### src/rtl/mem_arb_2p_if.sv
// Request/response bundle between the two requesters, the arbiter and the 1024x8 data memory.
// The slave modport is the arbiter's view; master is the view of whatever drives the requests and memory.
interface mem_arb_2p_if #(
  parameter int AW = 10,
  parameter int DW = 8
);
  logic          i_p0_req;
  logic          i_p0_we;
  logic [AW-1:0] i_p0_addr;
  logic [DW-1:0] i_p0_wdata;
  logic          o_p0_gnt;
  logic          o_p0_rvalid;
  logic [DW-1:0] o_p0_rdata;

  logic          i_p1_req;
  logic          i_p1_we;
  logic [AW-1:0] i_p1_addr;
  logic [DW-1:0] i_p1_wdata;
  logic          o_p1_gnt;
  logic          o_p1_rvalid;
  logic [DW-1:0] o_p1_rdata;

  logic [AW-1:0] o_mem_addr;
  logic          o_mem_we;
  logic [DW-1:0] o_mem_wdata;
  logic          o_mem_re;
  logic [DW-1:0] i_mem_rdata;

  modport slave (
    input  i_p0_req, i_p0_we, i_p0_addr, i_p0_wdata,
    output o_p0_gnt, o_p0_rvalid, o_p0_rdata,
    input  i_p1_req, i_p1_we, i_p1_addr, i_p1_wdata,
    output o_p1_gnt, o_p1_rvalid, o_p1_rdata,
    output o_mem_addr, o_mem_we, o_mem_wdata, o_mem_re,
    input  i_mem_rdata
  );

  modport master (
    output i_p0_req, i_p0_we, i_p0_addr, i_p0_wdata,
    input  o_p0_gnt, o_p0_rvalid, o_p0_rdata,
    output i_p1_req, i_p1_we, i_p1_addr, i_p1_wdata,
    input  o_p1_gnt, o_p1_rvalid, o_p1_rdata,
    input  o_mem_addr, o_mem_we, o_mem_wdata, o_mem_re,
    output i_mem_rdata
  );
endinterface

### src/rtl/mem_arb_2p.sv
// Two-port arbiter for the single-port data memory: CPU on port 0, UART loader on port 1.
// Round-robin with a run-length cap, read-data routing by tag, and a one-cycle read-after-write bubble.
module mem_arb_2p #(
  parameter int AW     = 10,
  parameter int DW     = 8,
  parameter int MAXRUN = 4
) (
  input  logic           i_clk,
  input  logic           i_nrst,
  mem_arb_2p_if.slave    bus
);
  localparam int RW = $clog2(MAXRUN + 1);

  typedef enum logic {IDLE, WHAZ} state_t;

  state_t        state_q, state_d;
  logic [AW-1:0] haz_addr_q, haz_addr_d;
  logic          rr_q, rr_d;
  logic          run_port_q, run_port_d;
  logic [RW-1:0] run_cnt_q, run_cnt_d;
  logic          rd_pend_q, rd_pend_d;
  logic          rd_tag_q, rd_tag_d;

  logic [1:0]    req, we, blocked, capped, elig, gnt, rvalid;
  logic [AW-1:0] addr  [2];
  logic [DW-1:0] wdata [2];
  logic          gnt_any, gnt_port, wr_gnt;

  assign req      = {bus.i_p1_req, bus.i_p0_req};
  assign we       = {bus.i_p1_we, bus.i_p0_we};
  assign addr[0]  = bus.i_p0_addr;
  assign addr[1]  = bus.i_p1_addr;
  assign wdata[0] = bus.i_p0_wdata;
  assign wdata[1] = bus.i_p1_wdata;

  // A port is out of the running if it would read the address still retiring in memory,
  // or if it has had MAXRUN grants in a row while the other side waited.
  for (genvar gi = 0; gi < 2; gi++) begin : g_port
    assign blocked[gi] = (state_q == WHAZ) && !we[gi] && (addr[gi] == haz_addr_q);
    assign capped[gi]  = (run_port_q == 1'(gi)) && (run_cnt_q == RW'(MAXRUN)) && req[1-gi];
    assign elig[gi]    = i_nrst && req[gi] && !blocked[gi] && !capped[gi];
    assign rvalid[gi]  = rd_pend_q && (rd_tag_q == 1'(gi));
  end

  always_comb begin
    gnt = '0;
    if (elig == 2'b11) begin
      gnt[rr_q] = 1'b1;
    end else begin
      gnt = elig;
    end
  end

  assign gnt_any  = |gnt;
  assign gnt_port = gnt[1];
  assign wr_gnt   = gnt_any && we[gnt_port];

  assign bus.o_p0_gnt    = gnt[0];
  assign bus.o_p1_gnt    = gnt[1];
  assign bus.o_p0_rvalid = rvalid[0];
  assign bus.o_p1_rvalid = rvalid[1];
  assign bus.o_p0_rdata  = rvalid[0] ? bus.i_mem_rdata : '0;
  assign bus.o_p1_rdata  = rvalid[1] ? bus.i_mem_rdata : '0;

  assign bus.o_mem_addr  = gnt_any ? addr[gnt_port] : '0;
  assign bus.o_mem_wdata = gnt_any ? wdata[gnt_port] : '0;
  assign bus.o_mem_we    = wr_gnt;
  assign bus.o_mem_re    = gnt_any && !we[gnt_port];

  always_comb begin
    state_d    = IDLE;
    haz_addr_d = haz_addr_q;
    rr_d       = rr_q;
    run_port_d = run_port_q;
    run_cnt_d  = run_cnt_q;
    rd_pend_d  = gnt_any && !we[gnt_port];
    rd_tag_d   = rd_tag_q;

    if (rd_pend_d) begin
      rd_tag_d = gnt_port;
    end

    unique case (state_q)
      IDLE: begin
        if (wr_gnt) begin
          state_d    = WHAZ;
          haz_addr_d = addr[gnt_port];
        end
      end
      WHAZ: begin
        if (wr_gnt) begin
          state_d    = WHAZ;
          haz_addr_d = addr[gnt_port];
        end else begin
          state_d = IDLE;
        end
      end
      default: state_d = IDLE;
    endcase

    // Contention bookkeeping only moves on a real grant; a stalled read leaves it untouched.
    if (gnt_any) begin
      if (req[!gnt_port]) begin
        rr_d       = !gnt_port;
        run_port_d = gnt_port;
        if ((run_port_q == gnt_port) && (run_cnt_q != '0)) begin
          run_cnt_d = run_cnt_q + RW'(1);
        end else begin
          run_cnt_d = RW'(1);
        end
      end else begin
        run_cnt_d = '0;
      end
    end else if (!req[!run_port_q]) begin
      run_cnt_d = '0;
    end
  end

  always_ff @(posedge i_clk or negedge i_nrst) begin
    if (!i_nrst) begin
      state_q    <= IDLE;
      haz_addr_q <= '0;
      rr_q       <= 1'b0;
      run_port_q <= 1'b0;
      run_cnt_q  <= '0;
      rd_pend_q  <= 1'b0;
      rd_tag_q   <= 1'b0;
    end else begin
      state_q    <= state_d;
      haz_addr_q <= haz_addr_d;
      rr_q       <= rr_d;
      run_port_q <= run_port_d;
      run_cnt_q  <= run_cnt_d;
      rd_pend_q  <= rd_pend_d;
      rd_tag_q   <= rd_tag_d;
    end
  end
endmodule

### src/flat_wrapper.sv
// flat-port wrapper written by rule: the top's interface ports become plain ports
module mem_arb_2p_flat 
#(
  parameter int AW     = 10,
  parameter int DW     = 8,
  parameter int MAXRUN = 4
)
  (i_clk, i_nrst, bus_i_p0_req, bus_i_p0_we, bus_i_p0_addr, bus_i_p0_wdata, bus_o_p0_gnt, bus_o_p0_rvalid, bus_o_p0_rdata, bus_i_p1_req, bus_i_p1_we, bus_i_p1_addr, bus_i_p1_wdata, bus_o_p1_gnt, bus_o_p1_rvalid, bus_o_p1_rdata, bus_o_mem_addr, bus_o_mem_we, bus_o_mem_wdata, bus_o_mem_re, bus_i_mem_rdata);
  mem_arb_2p_if #(.AW(AW), .DW(DW)) bus_i ();
  input  logic i_clk;
  input  logic i_nrst;
  input wire logic [$bits(bus_i.i_p0_req)-1:0] bus_i_p0_req;
  input wire logic [$bits(bus_i.i_p0_we)-1:0] bus_i_p0_we;
  input wire logic [$bits(bus_i.i_p0_addr)-1:0] bus_i_p0_addr;
  input wire logic [$bits(bus_i.i_p0_wdata)-1:0] bus_i_p0_wdata;
  output wire logic [$bits(bus_i.o_p0_gnt)-1:0] bus_o_p0_gnt;
  output wire logic [$bits(bus_i.o_p0_rvalid)-1:0] bus_o_p0_rvalid;
  output wire logic [$bits(bus_i.o_p0_rdata)-1:0] bus_o_p0_rdata;
  input wire logic [$bits(bus_i.i_p1_req)-1:0] bus_i_p1_req;
  input wire logic [$bits(bus_i.i_p1_we)-1:0] bus_i_p1_we;
  input wire logic [$bits(bus_i.i_p1_addr)-1:0] bus_i_p1_addr;
  input wire logic [$bits(bus_i.i_p1_wdata)-1:0] bus_i_p1_wdata;
  output wire logic [$bits(bus_i.o_p1_gnt)-1:0] bus_o_p1_gnt;
  output wire logic [$bits(bus_i.o_p1_rvalid)-1:0] bus_o_p1_rvalid;
  output wire logic [$bits(bus_i.o_p1_rdata)-1:0] bus_o_p1_rdata;
  output wire logic [$bits(bus_i.o_mem_addr)-1:0] bus_o_mem_addr;
  output wire logic [$bits(bus_i.o_mem_we)-1:0] bus_o_mem_we;
  output wire logic [$bits(bus_i.o_mem_wdata)-1:0] bus_o_mem_wdata;
  output wire logic [$bits(bus_i.o_mem_re)-1:0] bus_o_mem_re;
  input wire logic [$bits(bus_i.i_mem_rdata)-1:0] bus_i_mem_rdata;
  assign bus_i.i_p0_req = bus_i_p0_req;
  assign bus_i.i_p0_we = bus_i_p0_we;
  assign bus_i.i_p0_addr = bus_i_p0_addr;
  assign bus_i.i_p0_wdata = bus_i_p0_wdata;
  assign bus_o_p0_gnt = bus_i.o_p0_gnt;
  assign bus_o_p0_rvalid = bus_i.o_p0_rvalid;
  assign bus_o_p0_rdata = bus_i.o_p0_rdata;
  assign bus_i.i_p1_req = bus_i_p1_req;
  assign bus_i.i_p1_we = bus_i_p1_we;
  assign bus_i.i_p1_addr = bus_i_p1_addr;
  assign bus_i.i_p1_wdata = bus_i_p1_wdata;
  assign bus_o_p1_gnt = bus_i.o_p1_gnt;
  assign bus_o_p1_rvalid = bus_i.o_p1_rvalid;
  assign bus_o_p1_rdata = bus_i.o_p1_rdata;
  assign bus_o_mem_addr = bus_i.o_mem_addr;
  assign bus_o_mem_we = bus_i.o_mem_we;
  assign bus_o_mem_wdata = bus_i.o_mem_wdata;
  assign bus_o_mem_re = bus_i.o_mem_re;
  assign bus_i.i_mem_rdata = bus_i_mem_rdata;
  mem_arb_2p #(.AW(AW), .DW(DW), .MAXRUN(MAXRUN)) u_core (.i_clk(i_clk), .i_nrst(i_nrst), .bus(bus_i));
endmodule
### config.mk
export PLATFORM = sky130hd
export DESIGN_NAME = mem_arb_2p_flat
export DESIGN_NICKNAME = d
export VERILOG_FILES = /design/src/rtl/mem_arb_2p_if.sv /design/src/rtl/mem_arb_2p.sv /design/src/flat_wrapper.sv
export SDC_FILE = /design/constraint.sdc
export NUM_CORES = 1
export LEC_CHECK = 0
export CAP_MARGIN = 5
export CORE_MARGIN = 1.5
export CORE_UTILIZATION = 38
export DETAILED_ROUTE_END_ITERATION = 7
export HOLD_SLACK_MARGIN = 0.03
export PLACE_DENSITY_LB_ADDON = 0.1
export SYNTH_ARGS = -nofsm -noshare
export SYNTH_HDL_FRONTEND = slang
export SYNTH_SLANG_ARGS = --single-unit
### constraint.sdc
create_clock -name i_clk -period 3 [get_ports i_clk]
set_clock_uncertainty 0.05 [all_clocks]
set_input_delay 0.6 -clock i_clk [delete_from_list [all_inputs] [get_ports i_clk]]
set_output_delay 0.6 -clock i_clk [all_outputs]
set_load 0.03 [all_outputs]
### Word-level counts from Yosys, hierarchy flattened

Cells that the tools add are included.
W data, S select, Z words.

* $lt $le $gt $ge: 6
* reductions and logical operators: 32
* divide/modulo/power cells: 0
* equality and inequality tests: 6
* bitwise logic cells: 3
* $mul: 0
* shift operators: 0
* $add $sub $neg: 1
* muxes and demuxes: 25

Operators by type and width (number)
* $mux W10: 5
* $mux W8: 6
* $eq A10 B10 Y1: 2
* $logic_and A1 B1 Y1: 20
* $mux W3: 4
* $logic_not A1 Y1: 9
* $lt A1 B2 Y1 const B: 4
* $mux W1: 8
* $add A3 B1 Y3 const B: 1
* $eq A3 B3 Y1 const B: 1
* $reduce_bool A3 Y1: 1
* $eq A2 B2 Y1 const B: 1
* $ge A2 B2 Y1 const B: 1
* $mux W2: 1
* $ne A2 B1 Y1 const B: 1
* $not A1 Y1: 2
* $not A1 Y2: 1
* $reduce_and A2 Y1: 1
* $reduce_or A2 Y1: 1
* $demux W1 S1: 1
* $eq A1 B1 Y1: 1
* $ge A1 B1 Y1 const B: 1

* flip-flop bits (word level): 18
* word-level logic and storage cells: 80
* output and inout bits: 40
* RAM bits: 0
* latch bits: 0
* memories: 0
* memory bits (read-only): 0

### Longest topological paths before layout

Gate-level depths: netlist of run 1.

* depth in word-level cells: 13
* gate-level depth with buffers: 10
* mapped depth without buffers: 8

### Least setup slack after synthesis of run 1

No wires, ideal clock.

* kind: in2out
* start point: in bus_i_p1_addr[8]
* end point: out bus_o_mem_wdata[0]
* stages on the path: 7
* path buffers: 2
* arrival time: 2.341 ns
* path slack: 0.009 ns
* data required time: 2.350 ns
* cell sequence: xor2_1 nor4_2 nand3_2 o211a_1 buf_6 clkbuf_1 o21ai_0

* word-level cells in the longest chain between the ends: 12

RTL lines
* start, declared: line flat_wrapper.sv:21 `input wire logic [$bits(bus_i.i_p1_addr)-1:0] bus_i_p1_addr;`
* $eq A10 B10 Y1 *: line mem_arb_2p.sv:39 `assign blocked[gi] = (state_q == WHAZ) && !we[gi] && (addr[gi] == haz_addr_q);`
* $logic_and A1 B1 Y1 *: line mem_arb_2p.sv:39
* $logic_not A1 Y1 *: line mem_arb_2p.sv:41 `assign elig[gi] = i_nrst && req[gi] && !blocked[gi] && !capped[gi];`
* $logic_and A1 B1 Y1 * (2 in series): line mem_arb_2p.sv:41
* $eq A2 B2 Y1: line mem_arb_2p.sv:47 `if (elig == 2'b11) begin`
* $mux W2 *: line mem_arb_2p.sv:47
* $not A1 Y2 (implied by the code): line mem_arb_2p.sv:66 `assign bus.o_mem_wdata = gnt_any ? wdata[gnt_port] : '0;`
* $mux W8 (implied by the code) (3 in series): line mem_arb_2p.sv:66
* $mux W8 *: line mem_arb_2p.sv:66
* end, declared: line flat_wrapper.sv:28 `output wire logic [$bits(bus_i.o_mem_wdata)-1:0] bus_o_mem_wdata;`

Every way passes the cells marked *; elsewhere a longest branch is shown, timed or not. The select of a mux whose other input is x is not followed.

### Worst setup path after layout of run 1

* start point: in bus_i_p1_addr[9]
* end point: out bus_o_mem_addr[5]

* word-level cells in the longest chain between the ends: 12

RTL lines
* $eq A10 B10 Y1 *: line mem_arb_2p.sv:39
* $logic_and A1 B1 Y1 *: line mem_arb_2p.sv:39
* $logic_not A1 Y1 *: line mem_arb_2p.sv:41
* $logic_and A1 B1 Y1 * (2 in series): line mem_arb_2p.sv:41
* $eq A2 B2 Y1: line mem_arb_2p.sv:47
* $mux W2 *: line mem_arb_2p.sv:47
* $not A1 Y2 (implied by the code): line mem_arb_2p.sv:65 `assign bus.o_mem_addr = gnt_any ? addr[gnt_port] : '0;`
* $mux W10 (implied by the code) (3 in series): line mem_arb_2p.sv:65
* $mux W10 *: line mem_arb_2p.sv:65
* end, declared: line flat_wrapper.sv:26 `output wire logic [$bits(bus_i.o_mem_addr)-1:0] bus_o_mem_addr;`

Marked as above.

==> results by group, run 1 <==
CTS
  – Clock buffer depth: 2
  – Clock tree root buffer cell: clkbuf_8
  – Cts hold-fix bufs: 0
  – CTS tree: yes
  – Worst-path clk slew: 80 ps
  – CTS sink count: 18
  – Clk Latency, worst-skew pair: 260 ps
  – H-tree Lvls: 1
  – CTS buffer count: 3

Synthesis
  – Warning count from the yosys run: 0
  – Cell variety after synth: 38
  – Post-Syn Area: 0.00153 mm²
  – Syn Inst Count: 185
  – Syn nets: 237
  – Syn Area/Cell: 8.28 µm²
  – Synth Flop Type: dfrtp_1
  – Number of flops mapped to enable cells by yosys: 0
  – Synthesis-stage register bit count: 18
  – Sequential share of the synthesized area: 29.4%
  – Asr flop ratio synth: 100%

STA
  – Slew @ Worst Pin: 426 ps
  – Final Hold Fails: 0
  – Final Cycle Share: 97.4%
  – Crit path time final: 2920 ps
  – Final Setup Violations: 0
  – Max Freq: 342 MHz
  – Unrepaired setup endpoints after global routing: no
  – Worst hold slack: 278 ps
  – Final Max Slew Viols: 0
  – Setup slack after layout: 78.4 ps
  – Max-slew headroom: 71.5%

Critical path
  – WP data arrival: 2270 ps
  – Critical path class: in -> out
  – CP required: 2350 ps
  – Reg2reg end: u_core.run_port_q
  – Slowest CP cell: nor4_4
  – R2R Setup Slk: 600 ps
  – CP startpoint: bus_i_p1_addr[9]
  – Reg2Reg Depth: 8
  – Reg-to-reg critical path startpoint: u_core.haz_addr_q[9]
  – Crit path max fanout: 6
  – Crit path largest cell delay: 350 ps
  – Crit-path cells: clkbuf_2 -> xor2_2 -> nor4_4 -> nand3_2 -> o211a_4 -> buf_12 -> mux2i_4 -> nor2_1 -> buf_4
  – CP endpoint kind: output pin
  – Setup crit start kind: primary input

Floorplan
  – Rows: 22
  – Die area: 0.00442 mm²
  – Starting Density: 40.6%
  – Die height: 66.5 µm
  – Die span in x: 66.5 µm
  – Core area: 0.00377 mm²
  – I/O pins: 90

Detailed routing
  – Residual DRC count: 0
  – Via-to-Cell Ratio: 5.10
  – DRT iter0 DRCs: 56
  – WL per Instance: 14.3 µm
  – Vias: 1,822
  – Post-route antenna net violation count: 0
  – First-pass DRT Iterations: 4
  – Post-Route WL: 5.10 mm

Placement
  – RePlAce Congestion: 0.766
  – # port buffers: 89
  – Detail Placement HPWL: 3.72 mm
  – Setup WS pre-CTS: -295 ps

Cells and area
  – Commonest non-fill, non-tap cell in the layout: buf_4
  – Number of diodes: 0
  – Commonest cells after routing, fill and taps aside: buf_4, clkdlybuf4s50_1, nand2_1, nor2_1, dfrtp_1
  – Final #Nets: 363
  – Share of layout cells above drive strength 1: 39.2%
  – Area grow syn2layout: 90.4%

Power
  – Leakage: 1.34 nW
  – Total power per unit cell area: 371 mW/mm²
  – VDD IR-drop max: 0.330 mV

GRT
  – Global-route wire length before repair: 8.05 mm
  – Initial antenna violation count: 0
  – Total Routing Usage GR: 23.6%
  – Overflow after GRT: 0
  – Vias in the first global route: 1,812
  – Largest net degree at the start of global routing: 21

Run
  – Max-Cap Viols: 0

Outcome
  – Outcome: finished, final reports clean

Worst hold path
  – Hold Crit Class: in -> async
[cells in the mapped netlist, types with 3 or more instances]
cell      instances  share of area [%]
nand2_1          21                5.1
and3_1            8                3.3
o21ai_0          11                3.6
dfrtp_1          18                 29
a21oi_1           8                2.6
clkbuf_1          3               0.73
nor3_1            3               0.98
nor2_1           22                5.4
nand3_1           6                2.0
and2_1           10                4.1
mux2i_1          10                6.5
xnor2_1          11                6.3
nor2b_1           3                1.2
a22o_1            3                1.7
inv_1             5                1.2
nand4_1           5                2.0
buf_6             3                2.2
xor2_1           10                5.7
[metal layers]
metal	track usage, %	part of all wire [%]	vias to the layer above
met5	0	0	-
met4	6.38	1.8	0
met3	4.90	7.5	9
met2	44.3	49	78
met1	26.6	42	842
li1	-	-	893
[worst max-delay path: cells and delay by family]
kind / cells / cell delay [ps]
XOR/XNOR: 1 / 200
buffers and inverters: 3 / 460
AND/OR/NAND/NOR: 3 / 620
AO/OA/AOI/OAI: 1 / 210
multiplexers: 1 / 180
[sequential cells by signal, summed over array words and instances (netlist names)]
register           cells
u_core.rd_pend_q       1
u_core.rd_tag_q        1
u_core.run_cnt_q       3
u_core.haz_addr_q     10
u_core.run_port_q      1
u_core.state_q         1
u_core.rr_q            1
[how the worst max path moves through the flow]
stage,to
after floorplan,bus_o_mem_wdata[0]
after global placement,bus_o_mem_addr[0]
after detailed placement,bus_o_mem_addr[9]
after CTS,bus_o_mem_addr[7]
after global routing,bus_o_mem_addr[9]
final,bus_o_mem_addr[5]
[cell families after synthesis]
family                     count (synthesis)  synth area share [%]
buffers and inverters                     14                  5.31
DFF                                       18                  29.4
and+or+nand+nor                           85                  28.2
xor gates and xnor gates                  21                  12.0
adders and majority gates                  2                  1.63
muxes                                     12                  8.00
AOI/OAI and AO/OA                         33                  15.4
[what timing repair did]
action,4_1_cts,5_1_grt
endpoints found under the setup margin,22,21
resized for setup,52,62
gates cloned,1,0
setup buffers,5,7
pin swaps,11,25
[layout make-up]
type                            count  area [µm²]
Clock buffer                        3        41.3
Fill cell                         270         852
Inverter                            5        18.8
Multi-Input combinational cell    153        1250
Sequential cell                    18         450
Tap cell                           48        60.1
Timing Repair Buffer              130        1100
[per-stage QoR]
step | cell area, µm² | utilization [%] | setup TNS [ps] | power, mW | instances
floorplan | 1530 | - | 0 | 0.582 | 185
global placement | 2580 | 68.3 | -3770 | 0.787 | 341
detailed placement | 2580 | 68.3 | -4450 | 0.795 | 341
CTS | 2790 | 73.9 | 0 | 1.01 | 350
global route | 2920 | 77.4 | 0 | 1.14 | 357
finish | 2920 | 77.4 | 0 | 1.08 | 357
[power breakdown]
group          internal [mW]  switching (mW)  total (mW)
sequential             0.281          0.0582       0.339
clock                 0.0898          0.0956       0.185
combinational          0.292           0.265       0.557
total                  0.663           0.419        1.08
Power figures use the tool's default switching activity.
==> run 2: changes to the inputs <==
- CORE_UTILIZATION: 38 -> 41
- clock period: 3 -> 3.4 ns (I/O delays scaled with it)
==> results by group, run 2 (synthesized netlist as in run 1, its figures left out) <==
Power
  – Cell Int Power: 0.535 mW (-19%)
  – Logic gate share of total power: 47.9% (-3.6 points)
  – NetSw: 0.326 mW (-22%)
  – Switching Share: 37.9% (-0.85 points)
  – Total power per unit cell area: 318 mW/mm² (-14%)
  – VDD IR-drop max: 0.264 mV (-20%)
  – Tot Pwr: 0.861 mW (-20%)
  – Clock power share: 17.6% (+0.5 points)
  – Part of the power in registers: 34.5% (+3.1 points)
  – Leakage: 1.26 nW (-5.8%)

Floorplan
  – Die span in x: 64.1 µm (-3.6%)
  – Die area: 0.00411 mm² (-7.0%)
  – Starting Density: 42.2% (+1.5 points)
  – Rows: 22 (unchanged)
  – Core area: 0.00363 mm² (-3.6%)
  – Die height: 64.1 µm (-3.6%)
  – I/O pins: 90 (unchanged)

Cells and area
  – Area grow syn2layout: 76.5%
  – Post-route cell area: 0.00271 mm² (-7.3%)
  – Final Core Density: 74.4% (-3.0 points)
  – Biggest register: u_core.haz_addr_q
  – Non-Filler Instances: 335 (-6.2%)
  – Max reg flops: 10 (unchanged)
  – Share of layout cells above drive strength 1: 23.3% (-16 points)
  – Number of diodes: 0 (unchanged)
  – Commonest non-fill, non-tap cell in the layout: clkdlybuf4s50_1
  – Final #Nets: 341 (-6.1%)
  – Commonest cells after routing, fill and taps aside: clkdlybuf4s50_1, buf_4, nor2_1, nand2_1, dfrtp_1
  – Largest regs: u_core.haz_addr_q (10), u_core.run_cnt_q (3)

Placement
  – RePlAce Congestion: 0.764 (-0.22%)
  – Detail Placement HPWL: 3.54 mm (-5.0%)
  – DP Area: 0.00249 mm² (-3.5%)
  – Setup WS pre-CTS: -70.8 ps (+224 ps)
  – # port buffers: 89 (unchanged)
  – # placed instances: 329 (-3.5%)

Critical path
  – CP dominant cell by count: buf_4
  – Critical path class: in -> out
  – CP endpoint kind: output pin
  – Crit-path cells: clkdlybuf4s50_1 -> xor2_1 -> nor4_2 -> nand3_2 -> o211a_4 -> buf_4 -> a22o_4 -> buf_4
  – Crit path max fanout: 17 (+11)
  – Reg2Reg Depth: 8 (unchanged)
  – Reg-to-reg critical path startpoint: u_core.haz_addr_q[4]
  – Slowest CP cell: clkdlybuf4s50_1
  – WP data arrival: 2600 ps (+330 ps)
  – Setup crit start kind: primary input
  – R2R Setup Slk: 950 ps (+350 ps)
  – Reg2reg end: u_core.run_port_q
  – Crit path largest cell delay: 450 ps (+100 ps)
  – CP required: 2670 ps (+320 ps)

Outcome
  – Outcome: finished, final reports clean

STA
  – Max Freq: 300 MHz
  – Worst hold slack: 498 ps (+220 ps)
  – Setup slack after layout: 70.3 ps (-8.14 ps)
  – Final Hold Fails: 0 (unchanged)
  – Final Setup Violations: 0 (unchanged)
  – Setup Total Neg Slack: 0 ps (unchanged)
  – Final Max Slew Viols: 0 (unchanged)
  – Final Cycle Share: 97.9%
  – Crit path time final: 3330 ps
  – Slew @ Worst Pin: 436 ps (+10.2 ps)
  – Max-slew headroom: 70.8% (-0.73 points)

GRT
  – Global-route wire length before repair: 7.27 mm (-9.8%)
  – Total Routing Usage GR: 22.3% (-1.2 points)
  – Largest net degree at the start of global routing: 21 (unchanged)
  – Initial antenna violation count: 0 (unchanged)
  – Overflow after GRT: 0 (unchanged)
  – Vias in the first global route: 1,560 (-14%)

CTS
  – CTS buffer count: 3 (unchanged)
  – Clk Latency, worst-skew pair: 250 ps (about the same)
  – CTS tree: yes
  – Clock tree root buffer cell: clkbuf_8
  – Worst-path clk slew: 70 ps (about the same)
  – Clock buffer depth: 2 (unchanged)
  – H-tree Lvls: 1 (unchanged)
  – CTS sink count: 18 (unchanged)
  – Cts hold-fix bufs: 0 (unchanged)

Detailed routing
  – Post-Route WL: 4.60 mm (-9.9%)
  – Vias: 1,693 (-7.1%)
  – Post-route antenna net violation count: 0 (unchanged)
  – Residual DRC count: 0 (unchanged)
  – WL per Instance: 13.7 µm (-3.9%)
  – DRT iter0 DRCs: 55 (-1.8%)
  – Via-to-Cell Ratio: 5.05 (-0.98%)
  – First-pass DRT Iterations: 4 (unchanged)

Worst hold path
  – Min-Delay Endpoint: u_core.rr_q
  – Hold Crit Class: reg -> reg
  – Hold Path Cell Cnt: 2
  – Hold path startpoint: u_core.rr_q

Run
  – Max-Cap Viols: 0 (unchanged)
[run 2: cell count changes in the layout (fill, tap and decap cells not counted), sizes merged]
cell,before,now
dlygate4sd2,4,0
clkdlybuf4s50,42,55
clkbuf,20,3
dlymetal6s2s,4,12
buf,63,41
[run 2: final cells by class]
class	instances	area, µm²
Fill cell	293	928
Inverter	5	18.8
Multi-Input combinational cell	153	1110
Sequential cell	18	450
Clock buffer	3	41.3
Tap cell	48	60.1
Timing Repair Buffer	108	1020
[run 2: timing repair]
action,4_1_cts,5_1_grt
gates cloned,0,0
setup buffers,0,3
resized for setup,5,30
endpoints found under the setup margin,9,18
pin swaps,1,8
[run 2: worst max-delay path: cells and delay by family]
family | cells | cell delay (ps)
compound gates | 2 | 460
xor+xnor | 1 | 180
buf+inv | 3 | 800
simple gates | 2 | 460
[run 2: power groups by stage]
stage,registers [mW],logic [mW],clock network (mW)
floorplan,0.282,0.232,0
global placement,0.293,0.376,0
detailed placement,0.294,0.381,0
CTS,0.291,0.389,0.152
global route,0.304,0.441,0.166
finish,0.297,0.412,0.151
[run 2: layer usage]
layer / global-route usage, % / up-vias / part of all wire, % / wire length (µm)
met3: 4.93 / 7 / 7.2 / 330
li1: - / 846 / - / -
met5: 0 / - / 0 / 0
met4: 7.45 / 0 / 1.7 / 76
met1: 27.9 / 767 / 41 / 1900
met2: 38.0 / 73 / 50 / 2290
[run 2: worst max path at each step]
stage                                start                  to  slack, ps
after detailed placement  bus_i_p0_addr[7]   bus_o_mem_addr[9]        -70
after CTS                 bus_i_p0_addr[7]        bus_o_mem_re          9
after floorplan           bus_i_p1_addr[8]  bus_o_mem_wdata[0]        250
final                     bus_i_p1_addr[5]        bus_o_mem_we         70
after global placement    bus_i_p0_addr[7]   bus_o_mem_addr[9]        -10
after global routing      bus_i_p1_addr[4]   bus_o_mem_addr[7]        -30
==> run 3: changes to the inputs <==
- GPL_ROUTABILITY_DRIVEN: unset -> 0
==> results of run 3 <==
The final DEF is identical to that of run 2; final timing and power are the same.
